## src/rtl/booth_mult_seq.sv

```systemverilog
// Sequential Booth multiplier: radix-2 by default, radix-4 modified Booth when BOOTH_RADIX4_EN is defined.
// States: S_IDLE | waiting for start ; S_RUN | one Booth step per cycle ; S_DONE | product valid, done pulse
module booth_mult_seq #(
    parameter int WIDTH = 32
) (
    input  logic                 clk,
    input  logic                 rst,
    input  logic                 start,
    input  logic                 signed_mode,
    input  logic [WIDTH-1:0]     multiplicand,
    input  logic [WIDTH-1:0]     multiplier,
    output logic                 busy,
    output logic                 done,
    output logic [2*WIDTH-1:0]   product
);

    // Operands are always extended to the widest E (WIDTH+2); only the iteration count and the
    // product extraction point depend on mode, since the extended value is the same number.
    localparam int QW    = WIDTH + 2;
    localparam int AW    = WIDTH + 4;
    localparam int PW    = AW + QW + 1;
    localparam int CW    = $clog2(WIDTH + 2);
    localparam int OFF_S = 3;
`ifdef BOOTH_RADIX4_EN
    localparam int N_S   = WIDTH / 2;
    localparam int N_U   = WIDTH / 2 + 1;
    localparam int OFF_U = 1;
    localparam int SHIFT = 2;
`else
    localparam int N_S   = WIDTH;
    localparam int N_U   = WIDTH + 1;
    localparam int OFF_U = 2;
    localparam int SHIFT = 1;
`endif

    typedef enum logic [1:0] {S_IDLE, S_RUN, S_DONE} state_t;

    state_t               r_state;
    state_t               w_state_next;
    logic [QW-1:0]        r_m;
    logic                 r_signed;
    logic [PW-1:0]        r_p;
    logic [CW-1:0]        r_cnt;
    logic [2*WIDTH-1:0]   r_product;
    logic                 w_accept;
    logic [AW-1:0]        w_m_ext;
    logic [AW-1:0]        w_addend;
    logic [AW-1:0]        w_acc_sum;
    logic [PW-1:0]        w_p_next;
    logic [2*WIDTH-1:0]   w_prod;
    logic [QW-1:0]        w_q_ext;

    assign w_m_ext = {{(AW-QW){r_m[QW-1]}}, r_m};
    assign w_q_ext = signed_mode ? {{2{multiplier[WIDTH-1]}}, multiplier} : {2'b00, multiplier};

    always_comb begin
        w_addend = '0;
`ifdef BOOTH_RADIX4_EN
        case (r_p[2:0])
            3'b001, 3'b010: w_addend = w_m_ext;
            3'b011:         w_addend = w_m_ext << 1;
            3'b100:         w_addend = -(w_m_ext << 1);
            3'b101, 3'b110: w_addend = -w_m_ext;
            default:        w_addend = '0;
        endcase
`else
        case (r_p[1:0])
            2'b01:   w_addend = w_m_ext;
            2'b10:   w_addend = -w_m_ext;
            default: w_addend = '0;
        endcase
`endif
        w_acc_sum = r_p[PW-1 -: AW] + w_addend;
        w_p_next  = $signed({w_acc_sum, r_p[PW-AW-1:0]}) >>> SHIFT;
        // After N steps the low product bits sit just above the unconsumed multiplier extension bits
        w_prod    = r_signed ? w_p_next[OFF_S +: 2*WIDTH] : w_p_next[OFF_U +: 2*WIDTH];
    end

    always_comb begin
        w_state_next = r_state;
        w_accept     = 1'b0;
        busy         = 1'b0;
        done         = 1'b0;
        case (r_state)
            S_IDLE: begin
                w_accept = start;
                if (start) w_state_next = S_RUN;
            end
            S_RUN: begin
                busy = 1'b1;
                if (r_cnt == '0) w_state_next = S_DONE;
            end
            S_DONE: begin
                done     = 1'b1;
                w_accept = start;
                w_state_next = start ? S_RUN : S_IDLE;
            end
            default: w_state_next = S_IDLE;
        endcase
    end

    always_ff @(posedge clk) begin
        if (rst) begin
            r_state   <= S_IDLE;
            r_m       <= '0;
            r_signed  <= 1'b0;
            r_p       <= '0;
            r_cnt     <= '0;
            r_product <= '0;
        end else begin
            r_state <= w_state_next;
            if (w_accept) begin
                r_signed <= signed_mode;
                r_m      <= signed_mode ? {{2{multiplicand[WIDTH-1]}}, multiplicand}
                                        : {2'b00, multiplicand};
                r_p      <= {{AW{1'b0}}, w_q_ext, 1'b0};
                r_cnt    <= signed_mode ? CW'(N_S - 1) : CW'(N_U - 1);
            end else if (r_state == S_RUN) begin
                r_p   <= w_p_next;
                r_cnt <= r_cnt - CW'(1);
                if (r_cnt == '0) r_product <= w_prod;
            end
        end
    end

    assign product = r_product;

endmodule

```

## config.mk

```make
export PLATFORM = sky130hd
export DESIGN_NAME = booth_mult_seq
export DESIGN_NICKNAME = d
export VERILOG_FILES = /design/src/rtl/booth_mult_seq.sv
export SDC_FILE = /design/constraint.sdc
export NUM_CORES = 1
export LEC_CHECK = 0
export CAP_MARGIN = 15
export CORE_MARGIN = 2
export CORE_UTILIZATION = 45
export CTS_CLUSTER_SIZE = 24
export DETAILED_ROUTE_END_ITERATION = 8
export DONT_BUFFER_PORTS = 1
export PLACE_DENSITY = 0.73
export RECOVER_POWER = 100
export SYNTH_ARGS = -nofsm -noshare
export SYNTH_HDL_FRONTEND = slang
export SYNTH_SLANG_ARGS = --single-unit
```

## constraint.sdc

```tcl
create_clock -name clk -period 4.1 [get_ports clk]
set_input_delay 0.41 -clock clk [delete_from_list [all_inputs] [get_ports clk]]
set_output_delay 0.41 -clock clk [all_outputs]
set_load 0.01 [all_outputs]
```

Yosys cells after proc, flatten, opt, wreduce, memory -nomap -nowiden
Index checks and enable logic that the tools add are counted.
{"block": "classes", "add_sub_neg": 3, "n_eq_ne": 6, "mux": 16, "bitwise_logic": 1, "n_reduce_logical": 7}
{"operator": "36-bit case mux with 2 select lines", "count": 1}
{"operator": "35-bit 2-to-1 mux", "count": 2}
{"operator": "34-bit 2-to-1 mux", "count": 2}
{"operator": "64-bit 2-to-1 mux", "count": 1}
{"operator": "36-bit adder", "count": 1}
{"operator": "36-bit negation", "count": 1}
{"operator": "6-bit 2-to-1 mux", "count": 3}
{"operator": "6-bit logical NOT", "count": 1}
{"operator": "2-bit case mux with 3 select lines", "count": 1}
{"operator": "6-bit by 1-bit subtractor with 6-bit output, second input constant", "count": 1}
{"operator": "2-bit by 1-bit equality test with 1-bit output, second input constant", "count": 2}
{"operator": "2-bit equality test, second input constant", "count": 2}
{"operator": "1-bit 2-to-1 mux", "count": 4}
{"operator": "2-bit 2-to-1 mux", "count": 2}
{"operator": "2-bit OR reduction", "count": 2}
{"operator": "3-bit AND reduction", "count": 1}
{"operator": "2-bit logical NOT", "count": 1}
{"operator": "2-bit by 1-bit inequality test with 1-bit output, second input constant", "count": 1}
{"operator": "2-bit inequality test, second input constant", "count": 1}
{"operator": "2-bit AND reduction", "count": 1}
{"operator": "2-bit nonzero test", "count": 1}
{"operator": "1-bit NOT", "count": 1}
{"block": "word_totals", "register_bits": 177, "in_bits": 68, "output_inout_bits": 66, "elab_cells": 40}

Longest topological paths before layout
{"block": "logic_depth", "word_depth": 5, "mapped_depth": 21, "depth_no_buf": 20}

Worst setup path before layout
OpenSTA, ideal clock, no wires.
{"block": "synth_path", "path_kind": "flip-flop to flip-flop", "from": "register r_m[0]", "to": "register r_product[63], in the netlist product[63]", "setup_time_ps": 88, "arrival_ps": 4326, "required_time_ps": 4012, "setup_slack_ps": -315, "stages_incl_launch_ff": 18, "n_path_buf": 0, "synth_period_minus_slack_ps": 4415, "path_cell_list": "dfxtp_1 -> inv_1 -> ha_1 -> or4b_4 -> or3_1 -> or3_1 -> or2_0 -> a311oi_1 -> ha_1 -> nand2_1 -> nor2_1 -> nor4b_1 -> o21ai_0 -> a2111o_1 -> a32o_1 -> xor2_1 -> nand2_1 -> a311oi_2"}
{"block": "synth_between", "elab_chain_len": 4}
{"element": "start: declaration", "line": "40", "source": "logic [QW-1:0] r_m;"}
{"element": "start signal: assignment", "line": "114", "source": "r_m <= signed_mode ? {{2{multiplicand[WIDTH-1]}}, multiplicand}"}
{"element": "36-bit negation", "line": "69", "source": "2'b10: w_addend = -w_m_ext;"}
{"element": "36-bit case mux with 2 select lines *", "line": "67", "source": "case (r_p[1:0])"}
{"element": "36-bit adder *", "line": "73", "source": "w_acc_sum = r_p[PW-1 -: AW] + w_addend;"}
{"element": "64-bit 2-to-1 mux *", "line": "76", "source": "w_prod = r_signed ? w_p_next[OFF_S +: 2*WIDTH] : w_p_next[OFF_U +: 2*WIDTH];"}
{"element": "end signal: assignment", "line": "121", "source": "if (r_cnt == '0) r_product <= w_prod;"}
{"element": "end: declaration", "line": "44", "source": "logic [2*WIDTH-1:0] r_product;"}
Every way passes the cells marked *; elsewhere a longest branch is shown, timed or not.
A chain may end at the register's enable or synchronous reset.

Worst setup path after layout
{"block": "layout_path", "from": "register r_m[0]", "to": "register r_product[61], in the netlist product[61]"}
The elaborated chain is that of the path after synthesis.

==> results.txt <==
Worst-margin pin slew -> 2.84 ns
Top-area cell type share of the netlist area -> 0.356
Initial DRC Count -> 886
DIE AREA -> 0.0232 mm^2
Worst-Skew Late Latency -> 0.43 ns
P per Cell Area -> 351 mW/mm^2
DRC violations left -> 0
HPWL Detailed -> 20700 um
Synth Flop Type -> dfxtp_1
Largest net degree at the start of global routing -> 141
Worst VDD drop -> 0.203 mV
CTS max path bufs -> 2
GRT Overall Usage -> 0.240
Core Box Area -> 0.0217 mm^2
Syn avg cell area -> 7.68 um^2
Antenna cells -> 0
Die Span X -> 152 um
Routed WL -> 28800 um
Fmax -> 0.225 GHz
Critical Path AT -> 4.78 ns
Synthesized instance count -> 1287
First-pass iteration count of the detailed router -> 5
Status -> finished, violations left
Crit path cell chain -> inv_2 > ha_4 > or4b_4 > or3_4 > or3_4 > or3_4 > a21oi_2 > nor3_2 > buf_4 > ha_4 > nand4_1 > buf_4 > o21ai_2 > o22ai_2 > o211a_4 > a31o_4 > o21ai_4 > buf_4 > xor2_2 > mux2i_1 > a211oi_1
Worst flop-to-flop path startpoint -> r_m[0]$_SDFFE_PP0P_
CP max stage cell -> or4b_4
Routed len/inst -> 17.4 um
Max-capacitance violation count -> 2
Hold_ws -> 0.0517 ns
Synthesis Warnings -> 0
H-Tree Depth -> 4
Num CTS Buffers -> 17
Hold Crit Start -> rst
Post-route setup slack -> -0.336 ns
Fin Setup TNS -> -6.05 ns
CTS tree -> built
Via/cell ratio -> 5.81
Tightest Hold Check Type -> in -> reg
Fin nets -> 1472
Clock sink count -> 176
Antenna-violating nets left -> 0
Worst-path clk slew -> 0.07 ns
CP max FO -> 4
RD Place Congestion -> 0.928
Synth Cell Area -> 0.00989 mm^2
Post-Syn Nets -> 1396
DR vias -> 9607
List of most frequent post-synthesis cells -> nand2_1 (223), a21oi_1 (176), dfxtp_1 (176), nor2_1 (144), clkbuf_1 (72)
Tcrit/Tclk final -> 1.08
Post-synthesis sequential area ratio -> 0.356
Worst setup SP type -> flop
Unrepaired setup endpoints after global routing -> yes
Top cells by area, synth -> dfxtp_1 (36%), a21oi_1 (8.9%), nand2_1 (8.5%)
GRT overflow -> 0
Die height -> 152 um
Max incr delay on CP -> 0.46 ns
Critical Path Source -> r_m[0]$_SDFFE_PP0P_
Final Hold Fails -> 0
Area Overhead vs Synth -> 20.9%
Relative slew slack -> -0.894
Failing checks -> capacitance limit, slew limit, setup timing
Ys async rst share -> 0
FILL cells -> 1996
CTS root buf -> clkbuf_16
Most frequent cell after synthesis -> nand2_1
Fin crit period -> 4.44 ns
Lkg Pwr -> 4.62 nW
Number of enable flip-flop cells after synthesis -> 0
Site Rows -> 54
Final setup viols -> 35
Vias in the first global route -> 8967
IO Count -> 134
Initial Utilization -> 0.456
Synth cell types -> 82
Share of cells above drive strength 1 -> 0.197
Area leader, netlist -> dfxtp_1
First-pass GRT wire length -> 46400 um
Setup crit end kind -> flop
Crit path kind -> reg -> reg
Initial antenna violation count -> 0
Register bit count reported by yosys -> 176
I/O Buffers -> 0
Layout Skew -> 0.0126 ns
Worst path required time -> 4.45 ns
Max-slew violation count -> 80
[layer usage]
metal,vias up,GRT usage,part of all wire
met3,42,0.0563,0.060
met5,-,0,0
li1,4716,-,-
met4,0,0.0694,0.022
met1,4555,0.322,0.45
met2,294,0.386,0.47
[timing repair]
item                                    4_1_cts  5_1_grt
gates cloned                                  0        0
gates resized for setup                      37       43
endpoints found under the setup margin       41       43
pin swaps                                    24       32
buffers inserted                             10        7
hold buffers                                  0        0
[per-stage QoR]
step | total power, mW | util | setup WS [ns] | instance area, um^2 | instances
global placement | 2.64 | 0.504 | -0.324 | 10900 | 1607
global route | 4.38 | 0.551 | -0.506 | 12000 | 1654
floorplan | 2.45 | - | -0.145 | 9940 | 1287
CTS | 4.20 | 0.541 | -0.366 | 11700 | 1647
detailed placement | 2.66 | 0.504 | -0.412 | 10900 | 1607
finish | 4.20 | 0.551 | -0.336 | 12000 | 1654
[final cells by class]
type / instances / area, um^2 / share of cell area
tap: 280 / 350 / 0.0293
timing repair buffer: 150 / 1160 / 0.0972
inverter: 20 / 75.1 / 0.00628
multi-input combinational: 998 / 6300 / 0.527
clock buffer: 18 / 439 / 0.0367
sequential: 176 / 3530 / 0.295
clock inverter: 12 / 108 / 0.00900
[cells by family after synthesis]
| family | after synthesis | share of synthesized area |
|---|---|---|
| simple gates | 506 | 0.230 |
| compound gates | 373 | 0.239 |
| flops | 176 | 0.356 |
| buf+inv | 113 | 0.0472 |
| mux | 45 | 0.0456 |
| fa+ha+maj | 41 | 0.0526 |
| xor+xnor | 33 | 0.0292 |
[cell usage in the layout, fill, tap and decap left out, drive strengths merged, types with 4 or more instances in the layout]
cell	synthesis	layout
clkbuf	73	24
a21boi	5	5
xor2	13	13
a21o	10	10
a311oi	11	11
nor3	39	39
and3	6	6
inv	20	25
o21ai	40	40
nand4	11	11
a21oi	178	178
buf	18	144
ha	40	40
o22ai	4	4
nand2	224	224
nand2b	9	9
nor4	9	9
o21bai	5	5
nor2	145	145
or4b	4	4
o211ai	6	6
nand3b	6	6
clkinv	0	5
mux2i	45	45
dfxtp	176	176
xnor2	20	20
a22oi	36	36
or3	17	17
nor2b	9	9
nand3	15	15
a211oi	51	51
[report_power, final]
part / internal (mW) / switching, mW
Combinational: 0.289 / 0.415
Clock: 0.805 / 0.748
Sequential: 1.82 / 0.124
[worst max-delay path, delay by kind of cell, from the launching register on]
kind | cells | cell delay (ns)
xor+xnor | 1 | 0.16
mux | 1 | 0.09
simple gates | 6 | 1.62
compound gates | 7 | 1.21
buf+inv | 4 | 0.52
flops | 1 | 0.33
fa+ha+maj | 2 | 0.40
[registers in the layout, indices dropped and copies added, names as in the netlist]
| name | flops |
|---|---|
| r_cnt | 6 |
| r_p | 70 |
| r_signed | 1 |
| product | 64 |
| r_m | 33 |
| r_state | 2 |
[final timing paths]
| check | slack [ns] | depth (start not counted) | endpoint |
|---|---|---|---|
| setup / recovery | -0.34 | 21 | product[61]$_SDFFE_PP0P_ |
| hold / removal | 0.05 | 1 | product[14]$_SDFFE_PP0P_ |
| setup reg to reg | -0.34 | 21 | product[61]$_SDFFE_PP0P_ |
| hold reg to reg | 0.45 | 2 | r_p[2]$_SDFFE_PP0P_ |
(Power assumes the default switching activity.)
